File: src/rtl/pc_fetch_unit_pkg.sv
// Shared definitions for the fetch front end.
// State encoding, PC step and default reset vector.
package pc_fetch_unit_pkg;

    typedef enum logic [1:0] {
        S_IDLE = 2'd0,
        S_REQ  = 2'd1,
        S_DROP = 2'd2,
        S_OUT  = 2'd3
    } state_t;

    localparam int          PC_STEP          = 4;
    localparam logic [31:0] DEFAULT_RESET_PC = 32'h0000_0000;

endpackage

File: src/rtl/pc_fetch_unit_adder.sv
// PC+4 adder; the sum wraps modulo 2^n.
// Shared by the pc update and the inst_pc_plus4 payload.
module pc_fetch_unit_adder #(
    parameter int n = 32
) (
    input  logic [n-1:0] a,
    input  logic [n-1:0] b,
    output logic [n-1:0] sum
);

    assign sum = a + b;

endmodule

File: src/rtl/pc_fetch_unit.sv
// Fetch stage: owns the PC, fetches one word at a time over req/ack,
// hands it to decode over valid/ready, and honours redirects.
module pc_fetch_unit
    import pc_fetch_unit_pkg::*;
#(
    parameter int          n        = 32,
    parameter logic [n-1:0] RESET_PC = n'(DEFAULT_RESET_PC)
) (
    input  logic         clk,
    input  logic         reset,
    input  logic         redirect_valid,
    input  logic [n-1:0] redirect_pc,
    output logic         imem_req,
    output logic [n-1:0] imem_addr,
    input  logic         imem_ack,
    input  logic [n-1:0] imem_rdata,
    output logic         inst_valid,
    input  logic         inst_ready,
    output logic [n-1:0] inst,
    output logic [n-1:0] inst_pc,
    output logic [n-1:0] inst_pc_plus4
);

    localparam logic [n-1:0] STEP  = n'(PC_STEP);
    localparam logic [n-1:0] ALIGN = ~n'(3);

    state_t       state, state_next;
    logic [n-1:0] pc, pc_next;
    logic [n-1:0] pc_sum;
    logic [n-1:0] target;

    logic         req_next;
    logic [n-1:0] addr_next;
    logic         valid_next;
    logic [n-1:0] inst_next;
    logic [n-1:0] inst_pc_next;
    logic [n-1:0] plus4_next;

    pc_fetch_unit_adder #(.n(n)) u_adder (
        .a   (pc),
        .b   (STEP),
        .sum (pc_sum)
    );

    assign target = redirect_pc & ALIGN;

    always_ff @(posedge clk) begin
        if (reset) begin
            state         <= S_IDLE;
            pc            <= RESET_PC;
            imem_req      <= 1'b0;
            imem_addr     <= '0;
            inst_valid    <= 1'b0;
            inst          <= '0;
            inst_pc       <= '0;
            inst_pc_plus4 <= '0;
        end else begin
            state         <= state_next;
            pc            <= pc_next;
            imem_req      <= req_next;
            imem_addr     <= addr_next;
            inst_valid    <= valid_next;
            inst          <= inst_next;
            inst_pc       <= inst_pc_next;
            inst_pc_plus4 <= plus4_next;
        end
    end

    always_comb begin
        state_next   = state;
        pc_next      = pc;
        req_next     = imem_req;
        addr_next    = imem_addr;
        valid_next   = inst_valid;
        inst_next    = inst;
        inst_pc_next = inst_pc;
        plus4_next   = inst_pc_plus4;

        unique case (state)
            S_IDLE: begin
                // A redirect here steers the request that is about to go out
                pc_next    = redirect_valid ? target : pc;
                req_next   = 1'b1;
                addr_next  = pc_next;
                state_next = S_REQ;
            end
            S_REQ: begin
                if (redirect_valid) begin
                    pc_next = target;
                    if (imem_ack) begin
                        req_next   = 1'b0;
                        state_next = S_IDLE;
                    end else begin
                        state_next = S_DROP;
                    end
                end else if (imem_ack) begin
                    inst_next    = imem_rdata;
                    inst_pc_next = imem_addr;
                    plus4_next   = pc_sum;
                    valid_next   = 1'b1;
                    pc_next      = pc_sum;
                    req_next     = 1'b0;
                    state_next   = S_OUT;
                end
            end
            S_DROP: begin
                if (redirect_valid) begin
                    pc_next = target;
                end
                if (imem_ack) begin
                    req_next   = 1'b0;
                    state_next = S_IDLE;
                end
            end
            S_OUT: begin
                if (redirect_valid) begin
                    valid_next = 1'b0;
                    pc_next    = target;
                    state_next = S_IDLE;
                end else if (inst_ready) begin
                    valid_next = 1'b0;
                    state_next = S_IDLE;
                end
            end
        endcase
    end

endmodule

File: config.mk
export PLATFORM = sky130hd
export DESIGN_NAME = pc_fetch_unit
export DESIGN_NICKNAME = d
export VERILOG_FILES = /design/src/rtl/pc_fetch_unit_pkg.sv /design/src/rtl/pc_fetch_unit_adder.sv /design/src/rtl/pc_fetch_unit.sv
export SDC_FILE = /design/constraint.sdc
export NUM_CORES = 1
export LEC_CHECK = 0
export CAP_MARGIN = 20
export CORE_MARGIN = 3
export CORE_UTILIZATION = 44
export DETAILED_ROUTE_END_ITERATION = 12
export GPL_ROUTABILITY_DRIVEN = 0
export GPL_TIMING_DRIVEN = 0
export PLACE_DENSITY_LB_ADDON = 0.15
export SLEW_MARGIN = 10
export SYNTH_ARGS = -nofsm -noshare
export SYNTH_HDL_FRONTEND = slang
export SYNTH_SLANG_ARGS = --single-unit
File: constraint.sdc
create_clock -name clk -period 1.95 [get_ports clk]
set_input_delay 0.4875 -clock clk [delete_from_list [all_inputs] [get_ports clk]]
set_output_delay 0.4875 -clock clk [all_outputs]
set_load 0.03 [all_outputs]
==> results of run 1 <==
flip-flops by register name, indices dropped and copies added (netlist names):
register / flops
inst: 32
inst_pc: 32
pc: 32
imem_addr: 32
imem_req: 1
inst_pc_plus4: 32
state: 2
inst_valid: 1
tightest hold or removal path: cells and delay by family, from the launching register on:
family           cells  cell delay [ps]
flip-flops           1              300
AND/OR/NAND/NOR      1               50
AO/OA/AOI/OAI        1               50
routing by layer:
layer | routed length (um) | vias to the layer above | share of wire [%]
met5 | 0 | - | 0
met4 | 754 | 0 | 3.1
met3 | 1990 | 47 | 8.2
met2 | 11100 | 320 | 46
met1 | 10500 | 3367 | 43
li1 | - | 3458 | -
power groups by stage:
| stage | registers [mW] | logic (mW) | clock network [mW] |
|---|---|---|---|
| 6_report | 3.76 | 1.79 | 3.74 |
| 5_1_grt | 3.78 | 1.91 | 3.94 |
| 4_1_cts | 3.75 | 1.77 | 3.78 |
| 3_5_place_dp | 3.82 | 1.78 | 0 |
| 3_3_place_gp | 3.81 | 1.77 | 0 |
| 2_1_floorplan | 4.11 | 0.704 | 0 |
cell families (layout without fill, tap and decap cells):
family | after synthesis | after routing | synth area share, %
buffers and inverters | 89 | 313 | 5.51
multiplexers | 31 | 31 | 4.22
adder cells (fa/ha/maj) | 7 | 7 | 1.19
XOR/XNOR | 38 | 38 | 4.52
AO/OA/AOI/OAI | 206 | 206 | 17.3
flip-flops | 164 | 164 | 44.6
AND/OR/NAND/NOR | 337 | 337 | 22.7
worst max path at each step:
stage | slack, ps | start | endpoint
5_1_grt | -30 | pc[25]$_SDFFE_PP0P_ | pc[31]$_SDFFE_PP0P_
2_1_floorplan | 80 | state[1]$_SDFFE_PP0P_ | inst_pc_plus4[17]$_SDFFE_PP0P_
3_5_place_dp | -920 | imem_ack | pc[27]$_SDFFE_PP0P_
6_report | 20 | pc[25]$_SDFFE_PP0P_ | pc[31]$_SDFFE_PP0P_
4_1_cts | 0.5 | inst_valid$_SDFFE_PP0P_ | inst_valid
3_3_place_gp | -930 | imem_ack | pc[27]$_SDFFE_PP0P_
synthesized netlist by cell type, types with 3 or more instances:
cell type / n / area [um2]
sky130_fd_sc_hd__buf_2: 21 / 105
sky130_fd_sc_hd__a221oi_1: 5 / 43.8
sky130_fd_sc_hd__and4_1: 3 / 26.3
sky130_fd_sc_hd__xor2_1: 6 / 52.6
sky130_fd_sc_hd__inv_1: 6 / 22.5
sky130_fd_sc_hd__clkbuf_1: 52 / 195
sky130_fd_sc_hd__and2_1: 3 / 18.8
sky130_fd_sc_hd__o21ai_0: 24 / 120
sky130_fd_sc_hd__a22oi_1: 4 / 30.0
sky130_fd_sc_hd__nand4_1: 8 / 50.1
sky130_fd_sc_hd__nor2_1: 79 / 297
sky130_fd_sc_hd__buf_6: 4 / 45.0
sky130_fd_sc_hd__nand2b_1: 5 / 31.3
sky130_fd_sc_hd__nand2_1: 167 / 627
sky130_fd_sc_hd__nor3_2: 7 / 70.1
sky130_fd_sc_hd__nor3_1: 12 / 60.1
sky130_fd_sc_hd__a21oi_1: 92 / 460
sky130_fd_sc_hd__mux2i_1: 31 / 310
sky130_fd_sc_hd__nand3_1: 14 / 70.1
sky130_fd_sc_hd__a211oi_1: 56 / 420
sky130_fd_sc_hd__and3_1: 8 / 50.1
sky130_fd_sc_hd__o22ai_1: 8 / 50.1
sky130_fd_sc_hd__nor4_1: 3 / 18.8
sky130_fd_sc_hd__nor4_4: 3 / 63.8
sky130_fd_sc_hd__buf_4: 4 / 30.0
sky130_fd_sc_hd__dfxtp_1: 164 / 3280
sky130_fd_sc_hd__xnor2_1: 32 / 280
sky130_fd_sc_hd__ha_1: 7 / 87.6
sky130_fd_sc_hd__nor2b_1: 4 / 25.0
sky130_fd_sc_hd__a311oi_1: 4 / 35.0
sky130_fd_sc_hd__nor4_2: 7 / 87.6
metrics by stage:
step / instance area, um2 / hold WS [ps] / setup WS, ps / power (mW)
final: 10600 / 449 / 23.6 / 9.29
after global routing: 10600 / 469 / -30.0 / 9.64
after CTS: 10300 / 455 / 0.468 / 9.30
after detailed placement: 9590 / 447 / -923 / 5.60
after global placement: 9590 / 441 / -932 / 5.58
after floorplan: 7360 / 441 / 79.1 / 4.82
area by class of cell:
cell class,count,area [um2]
buffer,77,424
tap,216,270
sequential,164,3300
fill,1424,5500
clock buffer,23,488
inverter,7,27.5
timing repair buffer,198,2120
clock inverter,8,169
multi-input combinational,619,3820
timing repair:
action,4_1_cts,5_1_grt
resized for setup,83,107
pin swaps,0,1
endpoints found under the setup margin,172,220
setup buffers,1,1
==> results.toml, run 1 <==
[outcome]
run_status = "completed"

[power]
powerDensity_nw_per_um2 = 875
power.share.combinational_pct = 19.3
netSwitchingPower_mw = 2.63
power_frac_seq_pct = 40.4
p_clk_share_pct = 40.3
switching_share_pct = 28.3
vdd_drop_max_v = 0.000660
cell_internal_pwr_mw = 6.66
power.leakage_nw = 5.14

[setup_path]
r2r_setup_slack_ps = 20
highest_cell_delay_on_the_worst_timing_path_ps = 390
startpoint_type = "flip-flop"
slowest_cell_on_the_critical_path = "sky130_fd_sc_hd__nor4_4"
logic_depth_of_the_worst_setup_path_including_buffers = 6
timing.critical_path.max_delay_family = "simple AND/OR/NAND/NOR gates"
worst_ep_arrival_time_ps = 2200
reg2regPathDepth = 6
timing.rr.start = "pc[25]$_SDFFE_PP0P_"
worst-setup-path-type = "flip-flop to flip-flop"
path_max_fanout = 8
timing.critical_path.required_ps = 2230
rr_endpoint = "pc[31]$_SDFFE_PP0P_"
endpoint_kind = "flip-flop"
path_buf_inv = 1
cp_cell_sequence = "clkbuf_1 -> and4_1 -> nand3_1 -> nor4_4 -> mux2i_1 -> o211ai_1"

[synthesis]
syn_avg_cell_area_um2 = 8.44
ys_ff_latch = 164
synthesis.nets = 948
synth_enable_flop_cells = 0
asyncSetResetFlopFracSynth_pct = 0
ys.warnings.count = 0
syn_area_um2 = 7360
number_of_cells_produced_by_synthesis = 872
netlist-cell-type-count = 56
fraction_of_the_yosys_area_taken_by_sequential_cells_pct = 44.6
postSynth.topFlopCell = "sky130_fd_sc_hd__dfxtp_1"

[run]
cap_viol_max_count = 0

[sta]
hold_violations = 0
final.setup.tns_ps = 0
max_slew.worst_pin.slew_ps = 655
finalSetupViolations = 0
max_clock_freq_ghz = 0.519
clock_skew_ps = 12.3
finalCriticalPeriod_ps = 1930
finalCritPeriodShare_pct = 98.8
worst_slew_margin_rel_pct = 56.4
final-max-slew-violation-count = 0

[route]
drt.antenna.violating_nets = 0
via_per_inst = 5.48
wire_per_inst_um = 18.5
detail_route.first_pass.iterations = 5
dr.first_iter.drc_count = 517
wl_um = 24300
via_count = 7192
detail_route.drc_violations = 0

[clock_network]
cts_tree = "yes"
ctsLongestPathBuffers = 2
holdBufCountCts = 0
cts_max_level = 4
number_of_cts_inserted_buffers = 17
root_buffer = "sky130_fd_sc_hd__clkbuf_16"
worst_path_clk_slew_ps = 60
worst_skew_pair.late_latency_ps = 430
numClockSinks = 164

[global_routing]
globalRouteOverflowTotal = 0
globalRouteMet2Util_pct = 39.7
via_count_of_the_first_global_routing_pass = 6758
number_of_antenna_violations_at_the_first_check_in_global_routing = 0
busiest_layer_in_global_routing = "met2"
gr_util_all_layers_pct = 26.0
grt_use_met3_pct = 6.13
grt_max_degree = 17
globalRouteMet1Util_pct = 35.5
grt_first_pass_wirelength_um = 37200

[place]
placedCellCount = 1284
io_buffer_count = 196
detailed_place_hpwl_um = 17400

[hold_path]
timing.hold.worst_endpoint = "inst_pc[7]$_SDFFE_PP0P_"
hold_path.startpoint = "inst_pc[7]$_SDFFE_PP0P_"
min_delay_path_depth = 2
min-delay-path-class = "flip-flop to flip-flop"

[floorplan]
io_pins = 199
placeableCoreArea_um2 = 16100
start_util_pct = 45.7
rows = 46
dieArea_um2 = 18300
die_h_um = 135
dieWidth_um = 135

[finish]
num_antenna_cells = 0
layout.cells.most_common = "sky130_fd_sc_hd__nand2_1"
final_net_count = 1160
post_layout_nonfiller_instances = 1312
syn_to_final_growth_pct = 44.2
layout-drive-gt1-share_pct = 12.6
layout.cells.most_common_list = "sky130_fd_sc_hd__nand2_1 (164), sky130_fd_sc_hd__dfxtp_1 (156), sky130_fd_sc_hd__a21oi_1 (91), sky130_fd_sc_hd__clkdlybuf4s50_1 (88), sky130_fd_sc_hd__nor2_1 (78)"
fin_util_pct = 65.8
No activity file was read; power rests on OpenSTA's default activity.
==> run 2, diff against run 1 <==
- TNS_END_PERCENT: default -> 30
==> run 2 against run 1 <==
Against the previous run:
- clock skew hardly changed
- the run now ends with setup timing left
- die area stayed put
- total power about the same
- sequential power hardly changed
- non-clock buffer count did not move
- critical path depth did not move
- global-route usage about the same
- design area decreased by 0.15%
==> results.toml, run 2 (synthesis gave the netlist of run 1 again) <==
[floorplan]
dieWidth_um = 135
die_h_um = 135
start_util_pct = 45.7
rows = 46
dieArea_um2 = 18300
io_pins = 199
placeableCoreArea_um2 = 16100

[finish]
syn_to_final_growth_pct = 44.0
num_antenna_cells = 0
layout-drive-gt1-share_pct = 12.3
layout.cells.most_common_list = "sky130_fd_sc_hd__nand2_1 (164), sky130_fd_sc_hd__dfxtp_1 (157), sky130_fd_sc_hd__a21oi_1 (91), sky130_fd_sc_hd__clkdlybuf4s50_1 (88), sky130_fd_sc_hd__nor2_1 (78)"
post-route-cell-area_um2 = 10600
layout.cells.most_common = "sky130_fd_sc_hd__nand2_1"
final_net_count = 1160

[sta]
finalCritPeriodShare_pct = 101
finalCriticalPeriod_ps = 1970
unrepaired_setup_endpoints_after_global_routing = "true"
final-max-slew-violation-count = 0
worst_slew_margin_rel_pct = 57.2
clock_skew_ps = 12.3
max_clock_freq_ghz = 0.509
final.setup.tns_ps = -16.1
finalSetupViolations = 1
finalWorstSetupSlack_ps = -16.1
hold_violations = 0
max_slew.worst_pin.slew_ps = 642
hold_ws_ps = 449

[power]
report.power.total_mw = 9.28
vdd_drop_max_v = 0.000653
powerDensity_nw_per_um2 = 876
power.leakage_nw = 5.13

[clock_network]
numClockSinks = 164
worst_skew_pair.late_latency_ps = 430
cts_max_level = 4
ctsLongestPathBuffers = 2
cts_tree = "yes"
worst_path_clk_slew_ps = 60
number_of_cts_inserted_buffers = 17
root_buffer = "sky130_fd_sc_hd__clkbuf_16"

[place]
detailed_place.area_um2 = 9590
detailed_place_hpwl_um = 17400
io_buffer_count = 196

[setup_path]
path_max_fanout = 8
endpoint_kind = "flip-flop"
reg2regPathDepth = 6
timing.critical_path.required_ps = 2230
worst_ep_arrival_time_ps = 2240
startpoint_type = "flip-flop"
worst-setup-path-type = "flip-flop to flip-flop"

[route]
drt.antenna.violating_nets = 0
via_count = 7151
detail_route.drc_violations = 0
via_per_inst = 5.45
dr.first_iter.drc_count = 525
wl_um = 24100
detail_route.first_pass.iterations = 5
wire_per_inst_um = 18.4

[outcome]
run_status = "finished with violations"
violations_in_the_final_reports = "setup timing"

[global_routing]
gr_util_all_layers_pct = 26.0
globalRouteOverflowTotal = 0
grt_first_pass_wirelength_um = 37300
number_of_antenna_violations_at_the_first_check_in_global_routing = 0
grt_max_degree = 17
via_count_of_the_first_global_routing_pass = 6741

[run]
cap_viol_max_count = 0

[hold_path]
min_delay_path_depth = 2
min-delay-path-class = "flip-flop to flip-flop"
[run 2: cell count changes in the layout (fill, tap and decap cells not counted), sizes merged]
cell	previous run	this run
clkbuf	71	75
buf	31	27
[run 2: report_power, final]
group	internal [mW]	total (mW)	switching (mW)
combinational	0.677	1.79	1.11
clock	2.40	3.74	1.34
sequential	3.58	3.75	0.175
total	6.66	9.28	2.62
[run 2: layout make-up]
class	count	area [um2]
Inverter	7	27.5
Timing Repair Buffer	197	2110
Buffer	78	424
Sequential cell	164	3290
Tap cell	216	270
Clock inverter	8	169
Multi-Input combinational cell	619	3810
Fill cell	1422	5520
Clock buffer	23	488
[run 2: final timing paths]
| kind | startpoint | end | slack [ps] |
|---|---|---|---|
| worst max-delay path | pc[22]$_SDFFE_PP0P_ | pc[31]$_SDFFE_PP0P_ | -20 |
| worst min-delay path | inst_pc[7]$_SDFFE_PP0P_ | inst_pc[7]$_SDFFE_PP0P_ | 450 |
| worst max register to register | pc[22]$_SDFFE_PP0P_ | pc[31]$_SDFFE_PP0P_ | -20 |
| worst min register to register | inst_pc[7]$_SDFFE_PP0P_ | inst_pc[7]$_SDFFE_PP0P_ | 450 |
[run 2: per-layer routing]
metal	global-route usage [%]	vias to the layer above	wire, um
met5	0	-	0
met4	10.6	0	723
met3	6.39	47	1910
met2	39.5	298	11100
met1	35.4	3346	10400
li1	-	3460	-
[run 2: metrics by stage]
stage,instances,utilization (%),setup slack (ps)
after global placement,1284,59.5,-932
after detailed placement,1284,59.5,-923
after floorplan,872,-,79.1
after CTS,1313,63.9,-43.9
final,1312,65.7,-16.1
after global routing,1312,65.7,-63.8
[run 2: what timing repair did]
| item | in CTS | in global routing |
|---|---|---|
| pin swaps | 0 | 0 |
| setup buffers | 1 | 0 |
| setup endpoints to repair | 172 | 224 |
| gates resized for setup | 77 | 107 |
| hold buffers | 0 | 0 |
[run 2: worst max-delay path: stages, from the launching register on]
cell and delay (ps):
sky130_fd_sc_hd__dfxtp_1 300, sky130_fd_sc_hd__buf_2 190, sky130_fd_sc_hd__and4_2 330, sky130_fd_sc_hd__nand4_4 200, sky130_fd_sc_hd__nor4_4 410, sky130_fd_sc_hd__mux2i_1 260
sky130_fd_sc_hd__o211ai_1 120
==> run 3, diff against run 2 <==
- GPL_ROUTABILITY_DRIVEN: 0 -> default
==> run 3 against run 2 <==
Against the previous run:
- the flow now finishes without violations
- global-route usage down 0.060 points
- maximum frequency grew 1.6%
- register-to-register slack better by 90 ps
- wire length is 0.94% higher
- largest cell class unchanged
- largest power group unchanged
==> results.toml, run 3 (synthesis gave the netlist of run 1 again) <==
[outcome]
run_status = "completed"

[floorplan]
io_pins = 199
start_util_pct = 45.7
die_h_um = 135
dieWidth_um = 135
dieArea_um2 = 18300
placeableCoreArea_um2 = 16100
rows = 46

[setup_path]
worst_ep_arrival_time_ps = 2270
startpoint_type = "input port"
timing.rr.start = "pc[2]$_SDFFE_PP0P_"
timing.critical_path.required_ps = 2280
path_max_fanout = 10
rr_endpoint = "pc[30]$_SDFFE_PP0P_"
crit_path_start = "redirect_valid"
worst-setup-path-type = "input port to flip-flop"
worst_setup_path_endpoint = "pc[28]$_SDFFE_PP0P_"
endpoint_kind = "flip-flop"
reg2regPathDepth = 8
r2r_setup_slack_ps = 70

[place]
placedCellCount = 1284
detailed_place_hpwl_um = 17600
dp_slack_ps = -916
finalWeightedCongestion = 0.937
io_buffer_count = 196

[finish]
layout.cells.most_common_list = "sky130_fd_sc_hd__nand2_1 (164), sky130_fd_sc_hd__dfxtp_1 (159), sky130_fd_sc_hd__clkdlybuf4s50_1 (109), sky130_fd_sc_hd__a21oi_1 (91), sky130_fd_sc_hd__nor2_1 (78)"
layout-drive-gt1-share_pct = 12.1
layout.cells.most_common = "sky130_fd_sc_hd__nand2_1"
final_net_count = 1157
syn_to_final_growth_pct = 41.5
fin_util_pct = 64.6
post_layout_nonfiller_instances = 1308
num_antenna_cells = 0

[route]
routed-wl-met2_um = 11300
highest_signal_layer = "met4"
drt.antenna.violating_nets = 0
m1WireLength_um = 10500
via_per_inst = 5.45
detail_route.drc_violations = 0
dr.first_iter.drc_count = 442
routed-wl-met3_um = 1890
detail_route.first_pass.iterations = 4
wl_um = 24300
wire_per_inst_um = 18.6
via_count = 7133

[clock_network]
ctsLongestPathBuffers = 2
worst_skew_pair.late_latency_ps = 430
number_of_cts_inserted_buffers = 17
cts_max_level = 4
holdBufCountCts = 0
cts_tree = "yes"
worst_path_clk_slew_ps = 60
root_buffer = "sky130_fd_sc_hd__clkbuf_16"
numClockSinks = 164

[sta]
worst_slew_margin_rel_pct = 48.8
final.setup.tns_ps = 0
clock_skew_ps = 6.00
unrepaired_setup_endpoints_after_global_routing = "true"
finalCriticalPeriod_ps = 1930
finalSetupViolations = 0
finalCritPeriodShare_pct = 99.2
hold_violations = 0
max_slew.worst_pin.slew_ps = 768
final-max-slew-violation-count = 0
finalWorstSetupSlack_ps = 15.0
max_clock_freq_ghz = 0.517

[power]
vdd_drop_max_v = 0.000651
power.leakage_nw = 4.63
powerDensity_nw_per_um2 = 836

[hold_path]
min-delay-path-class = "flip-flop to flip-flop"

[global_routing]
number_of_antenna_violations_at_the_first_check_in_global_routing = 0
globalRouteOverflowTotal = 0
grt_first_pass_wirelength_um = 37000
grt_max_degree = 17
gr_util_all_layers_pct = 25.9
via_count_of_the_first_global_routing_pass = 6666

[run]
cap_viol_max_count = 0
run 3: worst min-delay path by stage:
stage / from / end / slack (ps) / depth (start not counted)
floorplan: pc[1]$_SDFFE_PP0P_ / inst_pc_plus4[1]$_SDFFE_PP0P_ / 440 / 2
global placement: inst_pc[13]$_SDFFE_PP0P_ / inst_pc[13]$_SDFFE_PP0P_ / 440 / 2
detailed placement: inst_pc[20]$_SDFFE_PP0P_ / inst_pc[20]$_SDFFE_PP0P_ / 450 / 2
CTS: inst_pc[20]$_SDFFE_PP0P_ / inst_pc[20]$_SDFFE_PP0P_ / 450 / 2
global route: inst_pc[5]$_SDFFE_PP0P_ / inst_pc[5]$_SDFFE_PP0P_ / 470 / 2
finish: inst_pc[0]$_SDFFE_PP0P_ / inst_pc[0]$_SDFFE_PP0P_ / 450 / 2
run 3: layout make-up:
class                      instances  area (um2)
fill                            1429        5700
buffer                            76         434
clock inverter                     9        82.6
clock buffer                      21         460
tap                              216         270
inverter                           7        27.5
multi-input combinational        619        3810
timing repair buffer             196        2030
sequential                       164        3290
run 3: what timing repair did:
action / CTS / global route
endpoints found under the hold margin: 0 / 0
pin swaps: 0 / 4
setup endpoints to repair: 175 / 198
gates resized for setup: 82 / 88
setup buffers: 0 / 0
run 3: layer usage:
metal / vias to the layer above / GRT usage (%)
met5: - / 0
met4: 0 / 9.80
met3: 44 / 6.17
met2: 266 / 40.7
met1: 3385 / 34.8
li1: 3438 / -
run 3: worst max-delay path, cell delays in order:
cell	delay [ps]
sky130_fd_sc_hd__clkdlybuf4s50_1	530
sky130_fd_sc_hd__buf_4	230
sky130_fd_sc_hd__clkinv_2	180
sky130_fd_sc_hd__clkbuf_2	260
sky130_fd_sc_hd__clkbuf_2	290
sky130_fd_sc_hd__a211oi_1	270
run 3: power by group:
part | internal, mW | total, mW | switching (mW)
clock | 1.80 | 3.16 | 1.36
sequential | 3.58 | 3.76 | 0.184
combinational | 0.682 | 1.79 | 1.10
run 3: per-stage QoR:
| step | area [um2] | total power [mW] | hold WS [ps] |
|---|---|---|---|
| after floorplan | 7360 | 4.82 | 441 |
| after detailed placement | 9590 | 5.61 | 446 |
| after global placement | 9590 | 5.59 | 441 |
| final | 10400 | 8.70 | 448 |
| after global routing | 10400 | 9.03 | 470 |
| after CTS | 10200 | 8.69 | 455 |
==> edit 1, RTL diff (settings of run 2) <==
Take the reset off `imem_addr` and load it in a clocked block of its own.
--- a/src/rtl/pc_fetch_unit.sv
+++ b/src/rtl/pc_fetch_unit.sv
@@ -50,5 +50,4 @@
             pc            <= RESET_PC;
             imem_req      <= 1'b0;
-            imem_addr     <= '0;
             inst_valid    <= 1'b0;
             inst          <= '0;
@@ -59,5 +58,4 @@
             pc            <= pc_next;
             imem_req      <= req_next;
-            imem_addr     <= addr_next;
             inst_valid    <= valid_next;
             inst          <= inst_next;
@@ -65,4 +63,8 @@
             inst_pc_plus4 <= plus4_next;
         end
+    end
+
+    always_ff @(posedge clk) begin
+        imem_addr <= addr_next;
     end
 
Function: changed (Yosys sat finds a counterexample within 4 cycles, from zero or initial values and one cycle with reset high).
==> edit 1 against run 2 <==
- the run still ends with setup timing left
- wire length is 7.1% higher
- synthesized area rose by 3.1%
- first-iteration DRC count is 42% higher
- sequential cell count is the same
- global-route usage is 0.35 points higher
- die area up 2.9%
- power is 2.9% lower
- worst setup slack got worse by 67 ps
- core utilization shrank 0.54 points
- design area is 2.8% higher
- critical path type unchanged
- largest power group unchanged
==> edit 1: results (changes against run 2) <==
| Metric | Value |
|---|---|
| Fin cells | `1324 (+0.91%)` |
| CP Max Fanout | `8 (unchanged)` |
| Slew HR | `0.453 (-0.119)` |
| R2R Path End | `pc[27]` |
| Slowest CP cell | `or4_1` |
| Fin nets | `1167 (+0.60%)` |
| Drt pass-1 iters | `6 (+1)` |
| Synth unique cells | `69 (+23%)` |
| Synth Instances | `860 (-1.4%)` |
| Worst hold stages | `3 (+1)` |
| Syn_nets | `936 (-1.3%)` |
| Vias | `7510 (+5.0%)` |
| CP max stage delay | `490 ps (+80 ps)` |
| Hold endpoint | `pc[22]` |
| Synth Area in Adders | `0.0115 (-0.000355)` |
| Violated checks | `setup timing` |
| Post-Synth XOR/XNOR Area | `0.0219 (-0.0233)` |
| Clk pwr share | `0.366 (-0.037)` |
| VDD IR max | `0.644 mV (-1.3%)` |
| Sequential area share after synthesis | `0.475 (+0.0289)` |
| Flop pwr share | `0.436 (+0.032)` |
| Hold path start | `reset` |
| Synth async-reset ratio | `0 (unchanged)` |
| Setup TNS | `-210 ps (-194 ps)` |
| Overall Global Routing Usage | `0.263 (+0.00348)` |
| Final hold slack | `381 ps (-68.3 ps)` |
| Leading post-synthesis cells by cell area | `dfxtp_1, edfxtp_1, nand2_1, a21oi_1, nor2_1` |
| Synth Area in Compound Gates | `0.164 (-0.00894)` |
| Antenna Cells | `0 (unchanged)` |
| Int Pwr | `6.24 mW (-6.4%)` |
| Layout cell share with drive strength beyond 1 | `0.159 (+0.0362)` |
| Hold/Removal Path Class | `primary input to register` |
| Outcome | `finished with violations` |
| Crit Reg-Reg Startpoint | `pc[10]` |
| DP HPWL | `18.2 mm (+4.1%)` |
| Setup slack after layout | `-83.4 ps (-67.3 ps)` |
| Power per cell area | `827 mW/mm^2 (-5.6%)` |
| Port Buf Inserts | `195 (-0.51%)` |
| DRT iter0 DRCs | `745 (+42%)` |
| # setup viols final | `7 (+6)` |
| Vias in the first global route | `6798 (+0.85%)` |
| First-pass GRT wire length | `38.0 mm (+2.1%)` |
| Final clock skew | `10.1 ps (-2.17 ps)` |
| Post-synth EDFFs | `32 (+32)` |
| Post-synth top cells | `nand2_1, dfxtp_1, a21oi_1` |
| Lkg Pwr | `5.05 nW (-1.6%)` |
| Initial antenna violation count | `1 (+1)` |
| Routed length per instance | `19.5 microns (+6.1%)` |
| Largest net degree at the start of global routing | `34 (+17)` |
| Clk_lat worst skew | `430 ps (about the same)` |
| Worst Reg2Reg Path Length in Cells | `7 (+1)` |
| Post-synthesis mux area share | `0.0310 (-0.0112)` |
[edit 1: metal layers]
| metal | wire, microns | GRT usage | vias to the layer above |
|---|---|---|---|
| li1 | - | - | 3555 |
| met1 | 10700 | 0.350 | 3427 |
| met2 | 11400 | 0.410 | 457 |
| met3 | 2890 | 0.0763 | 69 |
| met4 | 796 | 0.0915 | 2 |
| met5 | 13 | 0 | - |
[edit 1: final cells by class]
type	instances	area, sq um
plain buffers	74	479
clock buffers	21	492
clock inverters	11	87.6
fillers	1476	5810
inverters	16	61.3
multi-input cells	604	3690
flip-flops and latches	164	3620
well taps	220	275
repair buffers	214	2180
[edit 1: worst reg2reg max path: stages, from the launching register on]
cell and delay [ps]:
dfxtp_1 310, buf_4 150, and4_1 200, buf_6 130
nand4_1 320, buf_4 280, or4_1 490, nand3b_1 90
[edit 1: stage by stage]
| step | cell area [sq um] | util | worst slack (ps) |
|---|---|---|---|
| 6_report | 10900 | 0.652 | -83.4 |
| 5_1_grt | 10900 | 0.652 | -109 |
| 3_3_place_gp | 9830 | 0.588 | -1300 |
| 2_1_floorplan | 7600 | - | 9.87 |
| 3_5_place_dp | 9830 | 0.589 | -1280 |
| 4_1_cts | 10500 | 0.627 | -61.3 |
[edit 1: worst max path at each step]
| stage | startpoint | endpoint | slack [ps] |
|---|---|---|---|
| final | pc[10] | pc[27] | -80 |
| after global routing | pc[4] | pc[27] | -110 |
| after CTS | pc[3] | inst_pc_plus4[24] | -60 |
| after detailed placement | redirect_valid | imem_addr[26] | -1280 |
| after global placement | redirect_valid | imem_addr[26] | -1300 |
| after floorplan | pc[3] | pc[26] | 10 |
[edit 1: repair_timing]
action                     4_1_cts  5_1_grt
gates resized for setup        125      103
setup buffers                    3       16
pin swaps                        6        7
setup endpoints to repair      222      171
==> edit 2, RTL diff (config.mk and constraints of run 2) <==
Made on the original files. `n` is set to 32 in 2 places; all go to 16.
--- a/src/rtl/pc_fetch_unit_adder.sv
+++ b/src/rtl/pc_fetch_unit_adder.sv
@@ -2,5 +2,5 @@
 // Shared by the pc update and the inst_pc_plus4 payload.
 module pc_fetch_unit_adder #(
-    parameter int n = 32
+    parameter int n = 16
 ) (
     input  logic [n-1:0] a,
--- a/src/rtl/pc_fetch_unit.sv
+++ b/src/rtl/pc_fetch_unit.sv
@@ -4,5 +4,5 @@
     import pc_fetch_unit_pkg::*;
 #(
-    parameter int          n        = 32,
+    parameter int          n        = 16,
     parameter logic [n-1:0] RESET_PC = n'(DEFAULT_RESET_PC)
 ) (
Interface: changed (6 resized); port bits go from 199 to 103. No check against the original RTL was run, so the function may have changed too.
==> edit 2 against run 2 <==
- first-iteration DRC count fell by 63%
- die area fell by 48%
- wire length fell by 57%
- sequential cell count fell by 80
- design area fell by 52%
- power fell by 52%
- synthesized area fell by 50%
- critical path type is now register to output pin
- clock skew fell by 4.8 ps
- worst setup slack improved by 48 ps
- sequential share of layout area rose by 2.2 points
- clock power fell by 68%
==> edit 2: results (changes against run 2) <==
| Metric | Value |
|---|---|
| Drt pass-1 iters | `4 (-1)` |
| Reg clk slew, reported paths | `80 ps (+20 ps)` |
| Sw Ratio | `0.332 (+0.0494)` |
| Outcome | `finished, final reports clean` |
| CP max stage delay | `690 ps (+280 ps)` |
| Tightest Pin Transition | `601 ps (-41.0 ps)` |
| Leading post-synthesis cells by cell area | `dfxtp_1, nand2_1, a21oi_1, a211oi_1, mux2i_1` |
| # setup viols final | `0 (-1)` |
| Post-synth top cells | `dfxtp_1, nand2_1, a21oi_1` |
| Post-Synth XOR/XNOR Area | `0.0285 (-0.0167)` |
| Routed Wire Length | `10.3 mm (-57%)` |
| Final clock skew | `7.53 ps (-4.77 ps)` |
| Crit path DAT | `1430 ps (-810 ps)` |
| CP top delay family | `buffers and inverters` |
| Syn_nets | `492 (-48%)` |
| Synth unique cells | `51 (-8.9%)` |
| Port Buf Inserts | `99 (-49%)` |
| DRT iter0 DRCs | `196 (-63%)` |
| Lkg Pwr | `1.88 nW (-63%)` |
| Post-synthesis mux area share | `0.0353 (-0.00688)` |
| Overall Global Routing Usage | `0.218 (-0.0422)` |
| First-pass GRT wire length | `16.9 mm (-55%)` |
| Root Driver | `clkbuf_8` |
| Largest net degree at the start of global routing | `14 (-3)` |
| H-tree levels | `3 (-1)` |
| DP HPWL | `7.76 mm (-56%)` |
| Vias | `3557 (-50%)` |
| Sequential area share after synthesis | `0.456 (+0.00980)` |
## edit 2: worst paths after layout
kind | cells past startpoint | slack, ps | endpoint | startpoint
worst max register to register | 5 | 110 | inst_pc_plus4[14] | pc[2]
worst min-delay path | 2 | 460 | inst_pc[11] | inst_pc[11]
worst min register to register | 2 | 460 | inst_pc[11] | inst_pc[11]
worst max-delay path | 1 | 30 | imem_addr[6] | imem_addr[6]
## edit 2: cell families (layout without fill, tap and decap cells)
kind of cell	after synthesis	in the layout
buffers and inverters	45	159
AO/OA/AOI/OAI	126	126
AND/OR/NAND/NOR	163	163
adder cells (fa/ha/maj)	6	6
multiplexers	13	13
XOR/XNOR	12	12
flip-flops	84	84
## edit 2: area by class of cell
| cell class | instances | area, sq um |
|---|---|---|
| well taps | 102 | 128 |
| repair buffers | 99 | 1000 |
| fillers | 695 | 2870 |
| clock inverters | 2 | 16.3 |
| inverters | 9 | 33.8 |
| flip-flops and latches | 84 | 1680 |
| multi-input cells | 320 | 1840 |
| plain buffers | 35 | 173 |
| clock buffers | 14 | 173 |
## edit 2: layer usage
metal,track usage,vias to the layer above,share of wire
met4,0.0863,0,0.018
met2,0.358,89,0.47
met5,0,-,0
met1,0.285,1668,0.46
met3,0.0337,14,0.047
li1,-,1786,-
## edit 2: worst register-to-register path: stages, from the launching register on
cell	delay (ps)
dfxtp_2	440
ha_2	280
nand3_1	150
or4_1	570
xor2_1	180
a21oi_1	160
## edit 2: power by group through the flow
stage          logic [mW]  registers [mW]  clock network, mW
2_1_floorplan       0.524            2.24                  0
3_3_place_gp         1.20            2.02                  0
3_5_place_dp         1.22            2.03                  0
4_1_cts              1.23            1.99               1.22
5_1_grt              1.34            2.02               1.29
6_report             1.23            1.99               1.19
## edit 2: metrics by stage
step | setup TNS (ps) | worst slack, ps | cells
2_1_floorplan | 0 | 129 | 449
3_3_place_gp | -38710 | -769 | 650
3_5_place_dp | -39620 | -793 | 650
4_1_cts | 0 | 2.22 | 666
5_1_grt | -1.43 | -1.43 | 665
6_report | 0 | 32.1 | 665
## edit 2: what timing repair did
item | 4_1_cts | 5_1_grt
resized for setup | 12 | 23
hold buffers | 0 | 0
pin swaps | 0 | 0
setup endpoints to repair | 62 | 60
setup buffers | 0 | 0
